--- src/rtl/gate_sensor_decoder.sv ---
// -----------------------------------------------------------------------------
// gate_sensor_decoder
//
// Front end for a single-lane parking gate. Two raw IR beams (A = street side,
// B = lot side) are synchronised, debounced and walked through a direction
// FSM. A full A -> AB -> B -> clear crossing yields one entry_pulse, and the
// mirror sequence yields one exit_pulse. Impossible beam combinations and
// beams that stay blocked too long drive the FSM into ERR. ERR raises a
// one-cycle fault and then waits for both beams to clear.
//
// Ports:
//   clk          system clock
//   rst_n        synchronous active-low reset
//   sensor_a     raw outer beam, 1 = blocked (asynchronous)
//   sensor_b     raw inner beam, 1 = blocked (asynchronous)
//   entry_pulse  one-cycle pulse per completed entry
//   exit_pulse   one-cycle pulse per completed exit
//   fault        one-cycle pulse on entering ERR
//   busy         high whenever the FSM is not IDLE
//   state_dbg    current FSM state encoding
// -----------------------------------------------------------------------------
module gate_sensor_decoder #(
    parameter int DEBOUNCE_CYCLES = 4,
    parameter int TIMEOUT_CYCLES  = 1000
) (
    input  logic       clk,
    input  logic       rst_n,
    input  logic       sensor_a,
    input  logic       sensor_b,
    output logic       entry_pulse,
    output logic       exit_pulse,
    output logic       fault,
    output logic       busy,
    output logic [2:0] state_dbg
);

    localparam int DB_W = $clog2(DEBOUNCE_CYCLES + 1);
    localparam int TO_W = $clog2(TIMEOUT_CYCLES + 1);

    localparam logic [DB_W-1:0] DB_ZERO = {DB_W{1'b0}};
    localparam logic [DB_W-1:0] DB_ONE  = DB_W'(1);
    localparam logic [DB_W-1:0] DB_LAST = DB_W'(DEBOUNCE_CYCLES - 1);
    localparam logic [TO_W-1:0] TO_ZERO = {TO_W{1'b0}};
    localparam logic [TO_W-1:0] TO_ONE  = TO_W'(1);
    localparam logic [TO_W-1:0] TO_LAST = TO_W'(TIMEOUT_CYCLES - 1);

    typedef enum logic [2:0] {
        IDLE = 3'd0,
        ENT1 = 3'd1,
        ENT2 = 3'd2,
        ENT3 = 3'd3,
        EXT1 = 3'd4,
        EXT2 = 3'd5,
        EXT3 = 3'd6,
        ERR  = 3'd7
    } state_t;

    // Channel index 1 carries beam A and index 0 carries beam B, so that a
    // two-bit vector reads as {a, b}.
    logic [1:0]           raw_s;
    logic [1:0]           sync1_r;
    logic [1:0]           sync2_r;
    logic [1:0]           db_r;
    logic [1:0][DB_W-1:0] cnt_r;

    state_t               state_r;
    state_t               trans_s;
    state_t               next_s;
    logic [TO_W-1:0]      tcnt_r;
    logic                 entry_s;
    logic                 exit_s;
    logic                 entry_r;
    logic                 exit_r;
    logic                 fault_r;
    logic                 busy_r;

    assign raw_s = {sensor_a, sensor_b};

    // Two-flop synchroniser followed by a per-channel stability counter. The
    // debounced value flips only after DEBOUNCE_CYCLES consecutive differing samples.
    always_ff @(posedge clk) begin
        if (!rst_n) begin
            sync1_r <= 2'b00;
            sync2_r <= 2'b00;
            db_r    <= 2'b00;
            cnt_r   <= {2{DB_ZERO}};
        end else begin
            sync1_r <= raw_s;
            sync2_r <= sync1_r;
            for (int ch = 0; ch < 2; ch++) begin
                if (sync2_r[ch] != db_r[ch]) begin
                    if (cnt_r[ch] == DB_LAST) begin
                        db_r[ch]  <= sync2_r[ch];
                        cnt_r[ch] <= DB_ZERO;
                    end else begin
                        cnt_r[ch] <= cnt_r[ch] + DB_ONE;
                    end
                end else begin
                    cnt_r[ch] <= DB_ZERO;
                end
            end
        end
    end

    // Legal direction-FSM moves from the debounced beam vector. Any beam
    // combination not listed for a state keeps the FSM where it is.
    always_comb begin
        trans_s = state_r;
        entry_s = 1'b0;
        exit_s  = 1'b0;
        case (state_r)
            IDLE: begin
                case (db_r)
                    2'b10:   trans_s = ENT1;
                    2'b01:   trans_s = EXT1;
                    2'b11:   trans_s = ERR;
                    default: trans_s = IDLE;
                endcase
            end
            ENT1: begin
                case (db_r)
                    2'b11:   trans_s = ENT2;
                    2'b00:   trans_s = IDLE;
                    2'b01:   trans_s = ERR;
                    default: trans_s = ENT1;
                endcase
            end
            ENT2: begin
                case (db_r)
                    2'b01:   trans_s = ENT3;
                    2'b10:   trans_s = ENT1;
                    2'b00:   trans_s = ERR;
                    default: trans_s = ENT2;
                endcase
            end
            ENT3: begin
                case (db_r)
                    2'b00: begin
                        trans_s = IDLE;
                        entry_s = 1'b1;
                    end
                    2'b11:   trans_s = ENT2;
                    2'b10:   trans_s = ERR;
                    default: trans_s = ENT3;
                endcase
            end
            EXT1: begin
                case (db_r)
                    2'b11:   trans_s = EXT2;
                    2'b00:   trans_s = IDLE;
                    2'b10:   trans_s = ERR;
                    default: trans_s = EXT1;
                endcase
            end
            EXT2: begin
                case (db_r)
                    2'b10:   trans_s = EXT3;
                    2'b01:   trans_s = EXT1;
                    2'b00:   trans_s = ERR;
                    default: trans_s = EXT2;
                endcase
            end
            EXT3: begin
                case (db_r)
                    2'b00: begin
                        trans_s = IDLE;
                        exit_s  = 1'b1;
                    end
                    2'b11:   trans_s = EXT2;
                    2'b01:   trans_s = ERR;
                    default: trans_s = EXT3;
                endcase
            end
            ERR: begin
                if (db_r == 2'b00) begin
                    trans_s = IDLE;
                end else begin
                    trans_s = ERR;
                end
            end
            default: trans_s = IDLE;
        endcase
    end

    // Stuck-beam timeout. It only fires when no legal move happens in the same
    // cycle, so a real transition always wins over the timeout.
    always_comb begin
        next_s = trans_s;
        if ((trans_s == state_r) && (state_r != IDLE) && (state_r != ERR)
            && (tcnt_r == TO_LAST)) begin
            next_s = ERR;
        end else begin
            next_s = trans_s;
        end
    end

    // State register, dwell counter and registered event outputs.
    always_ff @(posedge clk) begin
        if (!rst_n) begin
            state_r <= IDLE;
            tcnt_r  <= TO_ZERO;
            entry_r <= 1'b0;
            exit_r  <= 1'b0;
            fault_r <= 1'b0;
            busy_r  <= 1'b0;
        end else begin
            state_r <= next_s;
            if ((next_s != state_r) || (state_r == IDLE) || (state_r == ERR)) begin
                tcnt_r <= TO_ZERO;
            end else begin
                tcnt_r <= tcnt_r + TO_ONE;
            end
            // The completion pulses come from moves to IDLE, which the
            // timeout never overrides, so they cannot coincide with fault.
            entry_r <= entry_s;
            exit_r  <= exit_s;
            fault_r <= (next_s == ERR) && (state_r != ERR);
            busy_r  <= (next_s != IDLE);
        end
    end

    assign entry_pulse = entry_r;
    assign exit_pulse  = exit_r;
    assign fault       = fault_r;
    assign busy        = busy_r;
    assign state_dbg   = state_r;

endmodule
--- config.mk ---
export PLATFORM = sky130hd
export DESIGN_NAME = gate_sensor_decoder
export DESIGN_NICKNAME = d
export VERILOG_FILES = /design/src/rtl/gate_sensor_decoder.sv
export SDC_FILE = /design/constraint.sdc
export NUM_CORES = 1
export LEC_CHECK = 0
export ABC_CLOCK_PERIOD_IN_PS = 2400
export BUFFER_PORTS_ARGS = -buffer_cell sky130_fd_sc_hd__buf_2
export CAP_MARGIN = 20
export CORE_ASPECT_RATIO = 0.5
export CORE_MARGIN = 2
export CORE_UTILIZATION = 42
export DETAILED_ROUTE_END_ITERATION = 6
export PLACE_DENSITY = 0.57
export SYNTH_ARGS = -nofsm -noshare
export SYNTH_HDL_FRONTEND = slang
export SYNTH_SLANG_ARGS = --single-unit
export TNS_END_PERCENT = 30
--- constraint.sdc ---
create_clock -name clk -period 2.4 [get_ports clk]
set_input_delay 0.24 -clock clk [delete_from_list [all_inputs] [get_ports clk]]
set_output_delay 0.24 -clock clk [all_outputs]
set_load 0.01 [all_outputs]
* Yosys cells after proc, flatten, opt, wreduce, memory -nomap -nowiden
Cells that the tools add are included.
** Storage, ports and cells
- Flip-flop bits (word level) :: 29
- Input port bits :: 4
- Output and inout bits :: 7
- Word-level logic and storage cells :: 65
** Operators by class
- Add/sub/neg operators :: 3
- Eq/ne operators :: 19
- Mux-type cells :: 11
- Bitwise logic cells :: 3
- Reductions and logical operators :: 17
** Operator list (count)
- 3-bit case mux with 3 select lines :: 6
- 3-bit case mux with 8 select lines :: 1
- 3-bit equality test (second input constant) :: 5
- 3-bit by 2-bit equality test with 1-bit output (second input constant) :: 4
- 10-bit by 1-bit adder with 10-bit output (second input constant) :: 1
- 10-bit equality test (second input constant) :: 1
- 2-bit AND reduction :: 4
- 3-bit by 1-bit adder with 3-bit output (second input constant) :: 2
- 3-bit two-way mux :: 2
- 2-bit case mux with 3 select lines :: 1
- 3-bit nonzero test :: 2
- 3-bit OR reduction :: 2
- 2-bit equality test (second input constant) :: 2
- 1-bit logical AND :: 4
- 3-bit by 1-bit equality test with 1-bit output (second input constant) :: 1
- 3-bit equality test :: 1
- 3-bit zero test :: 1
- 3-bit inequality test :: 1
- 3-bit inequality test (second input constant) :: 1
- 1-bit NOT :: 3
- 2-bit by 1-bit equality test with 1-bit output (second input constant) :: 1
- 2-bit zero test :: 1
- 1-bit logical OR :: 2
- 1-bit inequality test :: 2
- 2 further kinds :: 2

* Depth between registers and ports, before layout
Gate-level depths: netlist (run 1).
- Depth after elaboration :: 12
- Mapped depth :: 8
- Depth with buffers taken out :: 8

* Worst setup path after synthesis (run 1)
OpenSTA, ideal clock, no wires.
- Kind :: reg2reg
- From :: register db_r[0]
- To :: register fault_r (netlist: fault)
- Data arrival time :: 1.965 ns
- Required time :: 2.284 ns
- Slack :: 0.319 ns
- Cell stages (with the launch flop) :: 9
- Path buffers :: 0
- Cells stage by stage :: dfxtp_1 > inv_1 > ha_1 > nor3_2 > nor4b_4 > nor4_1 > o2bb2ai_1 > and4b_1 > o211a_1
** On the way
- Cells in the longest elaborated chain, start to end :: 10
- Elaborated cells on any way between the ends :: 20
- Classes of those cells :: eq/ne (5); mux (10); reduce/logical (5)
** Ends and longest elaborated chain
- start, declared :: RTL line 63 : logic [1:0] db_r;
- start signal, assigned by index :: RTL line 93 : db_r[ch] <= sync2_r[ch];
- 2-bit by 1-bit equality test with 1-bit output, or another cell as far along
- 3-bit case mux with 3 select lines, or another cell as far along :: RTL line 164 : case (db_r)
- 3-bit case mux with 8 select lines (*) :: RTL line 111 : case (state_r)
- 3-bit equality test :: RTL line 189 : if ((trans_s == state_r) && (state_r != IDLE) && (state_r != ERR)
- 1-bit logical AND (2 in series) :: RTL line 189
- 1-bit logical AND :: RTL line 190 : && (tcnt_r == TO_LAST)) begin
- 3-bit two-way mux (*) :: RTL line 189
- 3-bit equality test (*) :: RTL line 217 : fault_r <= (next_s == ERR) && (state_r != ERR);
- 1-bit logical AND (*) :: RTL line 217
- end signal, assigned :: RTL line 217
- end, declared :: RTL line 74 : logic fault_r;
Mark *: on every way between the ends. The rest lies on a longest branch, timed or not.
A chain may end at the register's enable or synchronous reset.

* Worst setup path in the final report (run 1)
Same ends and word-level chain as after synthesis.

==> results.yml, run 1 <==
sta:
  rsz0062_at_grt: "no"
  setup_tns_ns: 0
  tightest_slew_ns: 0.3669
  whs_ns: 0.1694
  final.min_clock_period_ns: 2.188
  hold_viol_final: 0
  period_share: 0.9118
  setup_viol: 0
  fmax_mhz: 457.0
  fin_worst_skew_ns: 0.002910
  finalMaxSlewViolations: 0
  max_slew_margin: 0.7551
die:
  die_w_um: 90.51
  core_sq_um: 3510
  start_util: 0.4478
  ioPinCount: 11
  fp.dieArea_sq_um: 4277
  rows: 15
  dieHeight_um: 47.26
worst_setup_path:
  slowest_stage: "dfxtp_2"
  regToRegSetupSlack_ns: 0.21
  reg2regPathDepth: 8
  worstPathRequired_ns: 2.58
  critical-path-top-delay-family: "simple AND/OR/NAND/NOR gates"
  cpPeakStageDelay_ns: 0.40
  r2r_start: "db_r[0]"
  endpoint: "fault"
  r2r_end: "fault"
  path_max_fanout: 7
  arrival_ns: 2.36
  crit_cells: 8
  cp_num_buf_inv: 1
  start_kind: "flip-flop"
  critPathKind: "reg -> reg"
  crit_chain: "inv_1 > ha_1 > nor3_2 > nor4b_4 > nor4_1 > o2bb2ai_1 > and4b_1 > o211a_1"
  crit_start: "db_r[0]"
  setup.worst_path.end_class: "flip-flop"
synthesis:
  yosys.cell_count.top_type: "dfxtp_1"
  synth-edff-count: 0
  ys_seq_elements: 29
  synth.largest_area_cell: "dfxtp_1"
  yosysUniqueCellTypes: 47
  avgSynthCellArea_sq_um: 8.879
  netlist_area_sq_um: 1572
  dominantRegCellSynth: "dfxtp_1"
  syn-num-nets: 194
  yosysWarnings: 0
  synthTopCellsByCount: "dfxtp_1, nor2_1, ha_1"
  ys_top_cells_by_area: "dfxtp_1, ha_1, nor2_1"
  syn_inst: 177
  yosysTopAreaCellShare: 0.3694
  seq_area_frac_synth: 0.3694
  async_reset_ff_frac: 0
power:
  switching_share: 0.3107
  fin_total_pwr_w: 0.001433
  comb_power_share: 0.273
  pwr-share-seq: 0.385
  p_sw_w: 0.0004452
  vdd_drop_max_uv: 306.6
  internal_power_w: 0.0009878
  p_clk_frac: 0.342
  leakagePower_nw: 0.7172
  powerDensity_nw_per_um2: 798.6
detailed_routing:
  routed_wl_mm: 3.254
  wl_per_cell_um: 13.34
  vias: 1276
  avgViaCountPerCell: 5.230
  drc: 0
  drtIter0Drc: 48
  drt_pass1_iterations: 4
  ant_nets: 0
hold_path:
  hp-class: "in -> reg"
cells_and_area:
  final_nets: 210
  drive_gt1_frac: 0.1451
  final_cells: 244
  syn2layout_area_growth_pct: 14.17
  post-route-cell-area_sq_um: 1794
  diodes: 0
clock_tree:
  clkTransAtPathRegs_ns: 0.06
  clock_sinks: 29
  clock_latency_ns: 0.28
  cts-root-buf: "clkbuf_8"
  cts_made_buffers: 5
  cts_tree: "done"
  cts.path.max_buffers: 2
  htreeDepth: 2
  post_cts_buffers: 0
  hold_buffers: 0
  post_cts_resized: 0
placed_design:
  gp_congestion: 0.8765
  dp_hpwl_mm: 2.345
  placedInstanceArea_sq_um: 1689
  placedCellCount: 237
  port_buffers: 10
global_routing:
  grt_pass1_vias: 1213
  grt_max_degree: 16
  antenna_found_initial: 0
  grt_usage: 0.1720
  grt.overflow.total: 0
  grt_pass1_wl_mm: 5.589
outcome:
  outcome: "complete, no violations"
flow_run:
  cap_viol_max_count: 0
## through the flow
stage | setup WS, ns | util
2_1_floorplan | 0.3190 | -
3_3_place_gp | 0.2100 | 0.4813
3_5_place_dp | 0.1170 | 0.4813
4_1_cts | 0.07093 | 0.5109
5_1_grt | 0.06720 | 0.5112
6_report | 0.2117 | 0.5112
## power groups by stage
stage                     combinational (W)  clock (W)  sequential [W]
after floorplan                    0.000294          0        0.000552
after global placement             0.000388          0        0.000564
after detailed placement           0.000386          0        0.000563
after CTS                          0.000389   0.000503        0.000552
after global routing               0.000433   0.000516        0.000556
final                              0.000391   0.000490        0.000552
## placed cells by master (no fill, tap or decap), types with 4 or more instances in the layout
cell type and instances:
nor2_1 25, a21oi_1 6, nand3_1 9, clkbuf_8 5
buf_4 4, buf_2 10, xor2_1 7, dfxtp_1 28
o21a_1 4, nor3_1 5, nand2_1 8, o21ai_0 5
nor2b_1 4, and2_1 6, inv_1 10, ha_1 13
## registers in the layout, indices dropped and copies added, names as in the netlist
signal,flops
sync1_r,2
db_r,2
state_dbg,3
exit_pulse,1
cnt_r,6
sync2_r,2
entry_pulse,1
busy,1
fault,1
tcnt_r,10
## metal layers
metal  share of wire  GRT usage  routed length (um)
met4           0.019    0.09846                  62
met1            0.51     0.2172                1665
met2            0.43     0.2806                1393
met5               0          0                   0
met3           0.041    0.04494                 133
## worst reg2reg max path, delay by kind of cell, from the launching register on
| kind | cells | cell delay, ns |
|---|---|---|
| buffers and inverters | 1 | 0.12 |
| adders and majority gates | 1 | 0.28 |
| AOI/OAI and AO/OA | 2 | 0.40 |
| and+or+nand+nor | 4 | 0.89 |
| DFF | 1 | 0.40 |
## cell type report
type	count	area [sq um]
clock buffer	5	68.82
clock inverter	2	35.03
fill	355	1715
inverter	11	41.29
multi-input combinational	132	923.4
sequential	29	581.8
tap	51	63.81
timing repair buffer	14	80.08
## worst min path at each step
stage / cells after the start / from / endpoint
finish: 2 / sensor_b / sync1_r[0]
global placement: 1 / cnt_r[0] / cnt_r[0]
detailed placement: 1 / sync1_r[1] / sync2_r[1]
CTS: 2 / sensor_b / sync1_r[0]
global route: 2 / sensor_b / sync1_r[0]
floorplan: 1 / sensor_b / sync1_r[0]
## logic make-up after synthesis
logic type	Yosys count	synth area share
adder cells (fa/ha/maj)	13	0.1035
multiplexers	3	0.01911
AND/OR/NAND/NOR	77	0.2779
XOR/XNOR	10	0.05574
buffers and inverters	16	0.04299
AO/OA/AOI/OAI	29	0.1314
flip-flops	29	0.3694
Power figures use the tool's default switching activity.
==> inputs of run 2 (changes only) <==
ABC_CLOCK_PERIOD_IN_PS = 1900   (was 2400)
PLACE_DENSITY = 0.59   (was 0.57)
clock period = 1.9 ns   (was 2.4 ns; I/O delays follow)
==> run 2 against run 1 <==
Net effect: the flow now finishes with violations (negative setup slack); wire length up 8.6%; via count grew 7.4%; register-to-register slack got worse by 0.34 ns; global-route usage grew 1.4 points; worst hold slack worse by 0.055 ns; combinational power up 80%; die area did not move; critical path depth up 1; power up 43%; first-iteration DRC count rose by 6.3%; non-clock buffer count rose by 24.
==> results.yml, run 2 (synthesis gave the netlist of run 1 again) <==
outcome:
  outcome: "complete, but fails checks"
  violations: "negative setup slack"
clock_tree:
  hold_buffers: 0
  cts-root-buf: "clkbuf_8"
  cts_made_buffers: 5
  clock_sinks: 29
  cts_tree: "done"
  clock_latency_ns: 0.28
  clkTransAtPathRegs_ns: 0.07
  htreeDepth: 2
  cts.path.max_buffers: 2
cells_and_area:
  final_cell_mix: "dfxtp_1, buf_4, nor2_1"
  regMostFlops: "tcnt_r"
  final_util: 0.6132
  final_nets: 235
  diodes: 0
  largest_register_ffs: 10
  drive_gt1_frac: 0.3470
  syn2layout_area_growth_pct: 36.94
  final_common_cell: "dfxtp_1"
worst_setup_path:
  regToRegSetupSlack_ns: -0.13
  cp_num_buf_inv: 2
  critPathKind: "reg -> reg"
  arrival_ns: 2.20
  crit_chain: "buf_12 > ha_4 > nor2b_4 > nor4b_4 > buf_4 > a21oi_2 > o2bb2ai_2 > and4b_2 > o211a_1"
  setup.worst_path.end_class: "flip-flop"
  cpPeakStageDelay_ns: 0.37
  slowest_stage: "dfxtp_4"
  worstPathRequired_ns: 2.07
  start_kind: "flip-flop"
  path_max_fanout: 4
  critical-path-top-delay-family: "simple AND/OR/NAND/NOR gates"
sta:
  period_share: 1.068
  tightest_slew_ns: 0.4413
  final.min_clock_period_ns: 2.028
  hold_viol_final: 0
  setup_tns_ns: -1.085
  max_slew_margin: 0.7052
  setup_viol: 14
  fin_worst_skew_ns: 0.006022
  finalMaxSlewViolations: 0
  fmax_mhz: 493.0
  layout_setup_ws_ns: -0.1284
  rsz0062_at_grt: "yes"
  whs_ns: 0.1143
power:
  powerDensity_nw_per_um2: 950.2
  vdd_drop_max_uv: 419.2
  leakagePower_nw: 0.8663
  fin_total_pwr_w: 0.002045
global_routing:
  grt.met2_usage: 0.3134
  grt_pass1_vias: 1266
  antenna_found_initial: 0
  met1_usage: 0.2308
  grt_pass1_wl_mm: 5.982
  grt.overflow.total: 0
  grt_max_degree: 16
  busiest_layer: "met2"
  grt_usage: 0.1855
  grt_use_met3: 0.06902
detailed_routing:
  drt_pass1_iterations: 4
  drtIter0Drc: 51
  routed_wl_mm: 3.534
  vias: 1370
  wl_per_cell_um: 13.09
  ant_nets: 0
  avgViaCountPerCell: 5.074
  drc: 0
die:
  ioPinCount: 11
  die_w_um: 90.51
  rows: 15
  core_sq_um: 3510
  dieHeight_um: 47.26
  fp.dieArea_sq_um: 4277
  start_util: 0.4478
flow_run:
  cap_viol_max_count: 0
placed_design:
  port_buffers: 10
  gp_congestion: 0.8139
  dp_hpwl_mm: 2.391
hold_path:
  hp-class: "in -> reg"
[run 2: metrics by stage]
step	cell area, sq um	setup WS [ns]	instances
2_1_floorplan	1584	0.01019	177
3_3_place_gp	1867	-0.07305	259
3_5_place_dp	1867	-0.1272	259
4_1_cts	2121	-0.09791	270
5_1_grt	2152	-0.2057	270
6_report	2152	-0.1284	270
[run 2: power breakdown]
group | internal, W | leakage (nW) | switching [W]
clock | 0.000426 | 0.0574 | 0.000240
sequential | 0.000642 | 0.237 | 0.0000354
combinational | 0.000339 | 0.572 | 0.000363
total | 0.00141 | 0.866 | 0.000638
[run 2: cell type report]
cell class                 instances  area [sq um]
clock buffer                       6         82.58
clock inverter                     2         37.54
fill                             274          1358
inverter                          11         43.79
multi-input combinational        133          1060
sequential                        29         588.1
tap                               51         63.81
timing repair buffer              38         276.5
[run 2: final timing paths]
| path | startpoint | end | cells after the start |
|---|---|---|---|
| min reg2reg | cnt_r[0] | cnt_r[0] | 1 |
| max | db_r[0] | fault | 9 |
| min | sensor_a | sync1_r[1] | 2 |
| max reg2reg | db_r[0] | fault | 9 |
[run 2: what timing repair did]
action | CTS | global route
pin swaps | 14 | 1
setup buffers | 2 | 0
setup endpoints to repair | 15 | 15
cloned | 1 | 0
resized for setup | 18 | 8
[run 2: layer usage]
metal | up-vias | wire length, um
met5 | - | 0
met3 | 2 | 174
met2 | 34 | 1596
met1 | 635 | 1744
li1 | 699 | -
met4 | 0 | 19
